--- config.mk ---
export PLATFORM = sky130hd
export DESIGN_NAME = neighbour_scanner_flat
export DESIGN_NICKNAME = d
export VERILOG_FILES = /design/src/rtl/neighbour_scanner_pkg.sv /design/src/rtl/neighbour_scanner_if.sv /design/src/rtl/neighbour_scanner.sv /design/src/flat_wrapper.sv
export SDC_FILE = /design/constraint.sdc
export NUM_CORES = 1
export LEC_CHECK = 0
export CORE_ASPECT_RATIO = 0.9
export CORE_MARGIN = 2
export CORE_UTILIZATION = 25
export DETAILED_ROUTE_END_ITERATION = 6
export HOLD_SLACK_MARGIN = 0.12
export PLACE_DENSITY_LB_ADDON = 0.08
export SYNTH_ARGS = -nofsm -noshare
export SYNTH_HDL_FRONTEND = slang
export SYNTH_SLANG_ARGS = --single-unit
--- constraint.sdc ---
create_clock -name clock -period 2.81 [get_ports clock]
set_clock_uncertainty 0.1 [all_clocks]
set_input_delay 0.281 -clock clock [delete_from_list [all_inputs] [get_ports clock]]
set_output_delay 0.281 -clock clock [all_outputs]
set_load 0.01 [all_outputs]
--- src/rtl/neighbour_scanner_pkg.sv ---
// Shared types for the Dijkstra relax-phase neighbour scanner.
// Scan FSM encoding and default index/weight widths.
package neighbour_scanner_pkg;

  localparam int DEFAULT_INDEX_WIDTH = 8;
  localparam int DEFAULT_VALUE_WIDTH = 16;
  localparam int NO_EDGE = 0;

  typedef enum logic [2:0] {
    S_IDLE,
    S_QUERY,
    S_WAIT,
    S_EMIT,
    S_NEXT,
    S_FIN
  } scan_state_t;

  typedef logic [DEFAULT_INDEX_WIDTH-1:0] index_t;
  typedef logic [DEFAULT_VALUE_WIDTH-1:0] value_t;

endpackage

--- src/rtl/neighbour_scanner_if.sv ---
// EdgeCache query bus plus neighbour output stream.
// master = scanner side, slave = EdgeCache and consumer side.
interface neighbour_scanner_if #(
  parameter int IW = 8,
  parameter int VW = 16
);

  logic          query_enable;
  logic [IW-1:0] from_node;
  logic [IW-1:0] to_node;
  logic          ready;
  logic [VW-1:0] edge_value;

  logic          out_valid;
  logic          out_ready;
  logic [IW-1:0] out_node;
  logic [VW-1:0] out_weight;

  modport master (
    output query_enable,
    output from_node,
    output to_node,
    input  ready,
    input  edge_value,
    output out_valid,
    input  out_ready,
    output out_node,
    output out_weight
  );

  modport slave (
    input  query_enable,
    input  from_node,
    input  to_node,
    output ready,
    output edge_value,
    input  out_valid,
    output out_ready,
    input  out_node,
    input  out_weight
  );

endinterface

--- src/rtl/neighbour_scanner.sv ---
// Walks every column of the source node's adjacency row via EdgeCache
// and streams the nonzero edges out; pulses done after the last column.
module neighbour_scanner
  import neighbour_scanner_pkg::*;
#(
  parameter int INDEX_WIDTH = DEFAULT_INDEX_WIDTH,
  parameter int VALUE_WIDTH = DEFAULT_VALUE_WIDTH,
  parameter bit SKIP_SELF   = 1'b1
) (
  input  logic                   clock,
  input  logic                   reset,
  input  logic [INDEX_WIDTH-1:0] number_of_nodes,
  input  logic                   start,
  input  logic [INDEX_WIDTH-1:0] node,
  output logic                   busy,
  output logic                   done,
  neighbour_scanner_if.master    bus
);

  scan_state_t            state_q;
  logic [INDEX_WIDTH-1:0] col_q;
  logic [INDEX_WIDTH-1:0] node_q;
  logic [INDEX_WIDTH-1:0] n_q;
  logic                   busy_q;
  logic                   done_q;
  logic                   qe_q;
  logic                   ov_q;
  logic [INDEX_WIDTH-1:0] onode_q;
  logic [VALUE_WIDTH-1:0] ow_q;

  logic [INDEX_WIDTH-1:0] last_w;
  logic [INDEX_WIDTH-1:0] inc1_w;
  logic [INDEX_WIDTH-1:0] inc2_w;
  logic [INDEX_WIDTH-1:0] next_col_w;
  logic                   next_fin_w;
  logic                   start_skip_w;
  logic                   start_fin_w;
  logic [INDEX_WIDTH-1:0] first_col_w;
  logic                   edge_w;

  // Last-column test happens before increment so N=2^W-1 never wraps.
  always_comb begin
    last_w     = n_q - INDEX_WIDTH'(1);
    inc1_w     = col_q + INDEX_WIDTH'(1);
    inc2_w     = col_q + INDEX_WIDTH'(2);
    next_fin_w = 1'b0;
    next_col_w = inc1_w;
    if (col_q == last_w) begin
      next_fin_w = 1'b1;
    end else if (SKIP_SELF && inc1_w == node_q) begin
      if (inc1_w == last_w) begin
        next_fin_w = 1'b1;
      end else begin
        next_col_w = inc2_w;
      end
    end
  end

  // A source of node 0 starts at column 1; with N==1 nothing is left.
  always_comb begin
    start_skip_w = SKIP_SELF && node == '0;
    start_fin_w  = number_of_nodes == '0
                || node >= number_of_nodes
                || (start_skip_w
                    && number_of_nodes == INDEX_WIDTH'(1));
    first_col_w  = start_skip_w ? INDEX_WIDTH'(1) : '0;
    edge_w       = bus.edge_value != VALUE_WIDTH'(NO_EDGE);
  end

  always_ff @(posedge clock) begin
    if (!reset) begin
      state_q <= S_IDLE;
      col_q   <= '0;
      node_q  <= '0;
      n_q     <= '0;
      busy_q  <= 1'b0;
      done_q  <= 1'b0;
      qe_q    <= 1'b0;
      ov_q    <= 1'b0;
      onode_q <= '0;
      ow_q    <= '0;
    end else begin
      unique case (state_q)
        S_IDLE: begin
          if (start) begin
            busy_q <= 1'b1;
            node_q <= node;
            n_q    <= number_of_nodes;
            col_q  <= first_col_w;
            if (start_fin_w) begin
              done_q  <= 1'b1;
              state_q <= S_FIN;
            end else begin
              qe_q    <= 1'b1;
              state_q <= S_QUERY;
            end
          end
        end
        // ready may still be high from the previous column here.
        S_QUERY: begin
          state_q <= S_WAIT;
        end
        S_WAIT: begin
          if (bus.ready) begin
            qe_q <= 1'b0;
            if (edge_w) begin
              onode_q <= col_q;
              ow_q    <= bus.edge_value;
              ov_q    <= 1'b1;
              state_q <= S_EMIT;
            end else begin
              state_q <= S_NEXT;
            end
          end
        end
        S_EMIT: begin
          if (bus.out_ready) begin
            ov_q    <= 1'b0;
            state_q <= S_NEXT;
          end
        end
        S_NEXT: begin
          if (next_fin_w) begin
            done_q  <= 1'b1;
            state_q <= S_FIN;
          end else begin
            col_q   <= next_col_w;
            qe_q    <= 1'b1;
            state_q <= S_QUERY;
          end
        end
        S_FIN: begin
          done_q  <= 1'b0;
          busy_q  <= 1'b0;
          state_q <= S_IDLE;
        end
        default: begin
          state_q <= S_IDLE;
        end
      endcase
    end
  end

  assign busy             = busy_q;
  assign done             = done_q;
  assign bus.query_enable = qe_q;
  assign bus.from_node    = node_q;
  assign bus.to_node      = col_q;
  assign bus.out_valid    = ov_q;
  assign bus.out_node     = onode_q;
  assign bus.out_weight   = ow_q;

endmodule

--- src/flat_wrapper.sv ---
// flat-port wrapper written by rule: the top's interface ports become plain ports
module neighbour_scanner_flat import neighbour_scanner_pkg::*;
#(
  parameter int INDEX_WIDTH = DEFAULT_INDEX_WIDTH,
  parameter int VALUE_WIDTH = DEFAULT_VALUE_WIDTH,
  parameter bit SKIP_SELF   = 1'b1
)
  (clock, reset, number_of_nodes, start, node, busy, done, bus_query_enable, bus_from_node, bus_to_node, bus_ready, bus_edge_value, bus_out_valid, bus_out_ready, bus_out_node, bus_out_weight);
  neighbour_scanner_if #(.IW(8), .VW(16)) bus_i ();
  input  logic clock;
  input  logic reset;
  input  logic [INDEX_WIDTH-1:0] number_of_nodes;
  input  logic start;
  input  logic [INDEX_WIDTH-1:0] node;
  output logic busy;
  output logic done;
  output wire logic [$bits(bus_i.query_enable)-1:0] bus_query_enable;
  output wire logic [$bits(bus_i.from_node)-1:0] bus_from_node;
  output wire logic [$bits(bus_i.to_node)-1:0] bus_to_node;
  input wire logic [$bits(bus_i.ready)-1:0] bus_ready;
  input wire logic [$bits(bus_i.edge_value)-1:0] bus_edge_value;
  output wire logic [$bits(bus_i.out_valid)-1:0] bus_out_valid;
  input wire logic [$bits(bus_i.out_ready)-1:0] bus_out_ready;
  output wire logic [$bits(bus_i.out_node)-1:0] bus_out_node;
  output wire logic [$bits(bus_i.out_weight)-1:0] bus_out_weight;
  assign bus_query_enable = bus_i.query_enable;
  assign bus_from_node = bus_i.from_node;
  assign bus_to_node = bus_i.to_node;
  assign bus_i.ready = bus_ready;
  assign bus_i.edge_value = bus_edge_value;
  assign bus_out_valid = bus_i.out_valid;
  assign bus_i.out_ready = bus_out_ready;
  assign bus_out_node = bus_i.out_node;
  assign bus_out_weight = bus_i.out_weight;
  neighbour_scanner #(.INDEX_WIDTH(INDEX_WIDTH), .VALUE_WIDTH(VALUE_WIDTH), .SKIP_SELF(SKIP_SELF)) u_core (.clock(clock), .reset(reset), .number_of_nodes(number_of_nodes), .start(start), .node(node), .busy(busy), .done(done), .bus(bus_i));
endmodule
==> flow_metrics.tcl <==
set metrics [dict create \
    synth_top_cell_by_area "dfxtp_1" \
    worstSetupEndpointType "flip-flop" \
    synth.area.top_cells "dfxtp_1, nand2_1, a21oi_1, xnor2_1, ha_1" \
    syn_avg_cell_area_sq_um 7.74 \
    reg2reg_slack_ns -0.11 \
    clock.fmax_ghz 0.343 \
    cap_violations 0 \
    vias 3265 \
    yosysTopAreaCellShare_pct 34.1 \
    wl_per_cell_um 15.3 \
    dpl.hpwl_mm 8.01 \
    final_cell_area_sq_mm 0.00478 \
    clk_latency_ns 0.31 \
    slew_headroom_pct 59.2 \
    tightest_slew_ns 0.612 \
    reg2reg_from "u_core.n_q[0]" \
    multiInputGateArea_sq_mm 0.00207 \
    gp_congestion 0.863 \
    rsz0062_at_grt "true" \
    layout-drive-gt1-share_pct 16.5 \
    cpMostUsedCell "or4_4" \
    cts_hold_buf 0 \
    die_w_um 124 \
    required_ns 2.95 \
    area_delta_synth_final_pct 48.3 \
    ff2ff_path_depth 10 \
    cts_root_buffer "clkbuf_16" \
    hold_violations 0 \
    worstSetupPathType "reg -> reg" \
    yosys_register_bits 55 \
    ys_types 59 \
    instances_no_fill 690 \
    io_buffers 80 \
    synth_area_sq_mm 0.00323 \
    seqCellArea_sq_mm 0.00111 \
    ys_seq_area_share_pct 34.1 \
    cp-start-kind "flip-flop" \
    antenna_found_initial 0 \
    worstReg2RegEnd "u_core.bus.to_node[6]" \
    async_flop_share_pct 0 \
    antenna_cells 0 \
    dp.cells 679 \
    syn-num-nets 465 \
    numClockSinks 55 \
    start_util_pct 25.5 \
    core-area_sq_mm 0.0126 \
    die_h_um 112 \
    grt_max_degree 25 \
    critical-path-top-delay-family "simple AND/OR/NAND/NOR gates" \
    placed_area_sq_mm 0.00451 \
    crit_chain "inv_2, ha_4, xor2_1, nand2_1, or4_4, or4_4, o311ai_4, mux2i_1, or4_1, a21oi_1" \
    period_share_pct 104 \
    dieArea_sq_mm 0.0138 \
    gr-total-overflow 0 \
    crit_buf_inv 1 \
    total_leakage_power_nw 1.86 \
    hold_end "u_core.bus.out_node[4]" \
    io_pins 81 \
    worst_hold_slack_ns 0.355 \
    yosys_warnings 0 \
    setup_viol 7 \
    track_usage_pct 16.0 \
    layout_min_cycle_time_ns 2.92 \
    cts_tree "done" \
    totalWireLength_mm 10.5 \
    cts.path.max_buffers 2 \
    firstDrtPassIters 4 \
    num_rows 39 \
    cts_buffers 5 \
    slew_viol_final 0 \
    peakVddDrop_mv 0.374 \
    arrival_ns 3.06 \
    fillCellCount 1321 \
    p_per_area_mw_per_mm2 621 \
    setup_tns_ns -0.450 \
    finalWorstSetupSlack_ns -0.107 \
    max_stage_delay_ns 0.54 \
    finalPower_mw 2.97 \
    grt_pass1_wl_mm 17.2 \
    drt-vias-per-instance 4.73 \
    hold-path-cell-count 2 \
    ys.flop_type "dfxtp_1" \
    fin_nets 573 \
    hold_path_startpoint "u_core.bus.out_node[4]" \
    status "complete, but fails checks" \
    synthCells 417 \
    synth-edff-count 0 \
    remaining_drc_errors 0 \
    worstPathMaxFanout 6 \
    min_path_type "reg -> reg" \
    htree_levels 2 \
    clkTransAtPathRegs_ns 0.08 \
    violations "negative setup slack" \
    grt_pass1_vias 3276 \
    final_antenna_net_count 0 \
    crit_path_top_delay_cell "or4_4" \
    drt_iter0_drc 127 \
]
==> flip-flops by register name, summed over array words and instances, names as in the netlist <==
name	count
u_core.bus.query_enable	1
u_core.bus.out_valid	1
u_core.bus.out_weight	16
u_core.bus.to_node	8
u_core.bus.from_node	8
u_core.done	1
u_core.state_q	3
u_core.n_q	8
u_core.busy	1
u_core.bus.out_node	8
==> power by group <==
group	switching [mW]	internal, mW	leakage [nW]
registers	0.120	0.873	0.450
clock network	0.326	0.335	0.0664
logic	0.626	0.687	1.34
==> final cells by class <==
| class | instances | area share, % |
|---|---|---|
| clock buffers | 5 | 2.62 |
| multi-input cells | 320 | 43.3 |
| repair buffers | 128 | 24.8 |
| flip-flops and latches | 55 | 23.3 |
| well taps | 164 | 4.29 |
| clock inverters | 3 | 0.497 |
| inverters | 15 | 1.18 |
==> cells in the mapped netlist, types with 5 or more instances <==
library cell	count
a21oi_1	53
and2_1	6
buf_2	5
clkbuf_1	21
dfxtp_1	55
ha_1	11
inv_1	15
mux2i_1	8
nand2_1	103
nand2b_1	8
nand3_1	13
nor2_1	9
nor2b_1	5
nor4_1	8
o21ai_0	7
xnor2_1	16
xor2_1	5
==> what timing repair did <==
item                       in CTS  in global routing
pin swaps                       4                  2
setup endpoints to repair      10                 11
setup buffers                   2                  1
resized for setup              18                 10
==> per-stage QoR <==
stage,utilization [%],setup WS [ns]
2_1_floorplan,-,-0.0208
3_3_place_gp,35.7,-0.111
3_5_place_dp,35.7,-0.232
4_1_cts,37.5,-0.0894
5_1_grt,37.8,-0.257
6_report,37.8,-0.107
==> per-layer routing <==
layer	vias to the layer above	track usage, %	wire length (um)
met5	-	0	0
met4	0	4.85	131
met3	8	2.77	431
met2	56	24.3	4690
met1	1528	22.9	5280
li1	1673	-	-
==> how the worst max path moves through the flow <==
stage | from | endpoint | slack [ns] | cells past startpoint
after global placement | u_core.bus.to_node[1] | u_core.bus.to_node[4] | -0.11 | 9
after detailed placement | u_core.bus.to_node[1] | u_core.bus.to_node[4] | -0.23 | 9
after floorplan | u_core.n_q[0] | u_core.bus.to_node[6] | -0.02 | 10
final | u_core.n_q[0] | u_core.bus.to_node[6] | -0.11 | 10
after CTS | u_core.n_q[0] | u_core.bus.to_node[6] | -0.09 | 10
after global routing | u_core.n_q[0] | u_core.bus.to_node[6] | -0.26 | 10
==> tightest hold or removal path: stages, from the launching register on <==
cell     delay, ns
dfxtp_1       0.31
nand2_1       0.05
a21oi_1       0.05
==> cells by family (layout without fill, tap and decap cells) <==
logic type,Yosys count,in the layout,synth area share (%)
AOI/OAI and AO/OA,91,91,18.0
xor gates and xnor gates,24,24,7.60
adders and majority gates,11,11,4.27
buffers and inverters,42,151,5.08
DFF,55,55,34.1
muxes,10,10,3.18
and+or+nand+nor,184,184,27.8
==> layout by cell type, fill, tap and decap left out, types with 3 or more instances in the layout <==
cell             Yosys  layout
o21ai_0              7       6
nor4_1               8       8
nor2_1               9       8
dfxtp_1             55      51
or3_1                3       3
nor3_1               4       4
xnor2_1             16      14
xor2_1               5       5
inv_1               15      13
a21oi_1             53      51
dfxtp_4              0       3
and2_1               6       6
nand2b_1             8       8
nand3_1             13      11
clkbuf_16            0       5
ha_1                11       9
mux2i_1              8       8
buf_4                0      46
nand4_1              4       4
clkdlybuf4s50_1      0      80
and3_1               4       4
nand2_1            103     102
xnor2_2              1       3
nor2b_1              5       5
(Power assumes the default switching activity.)
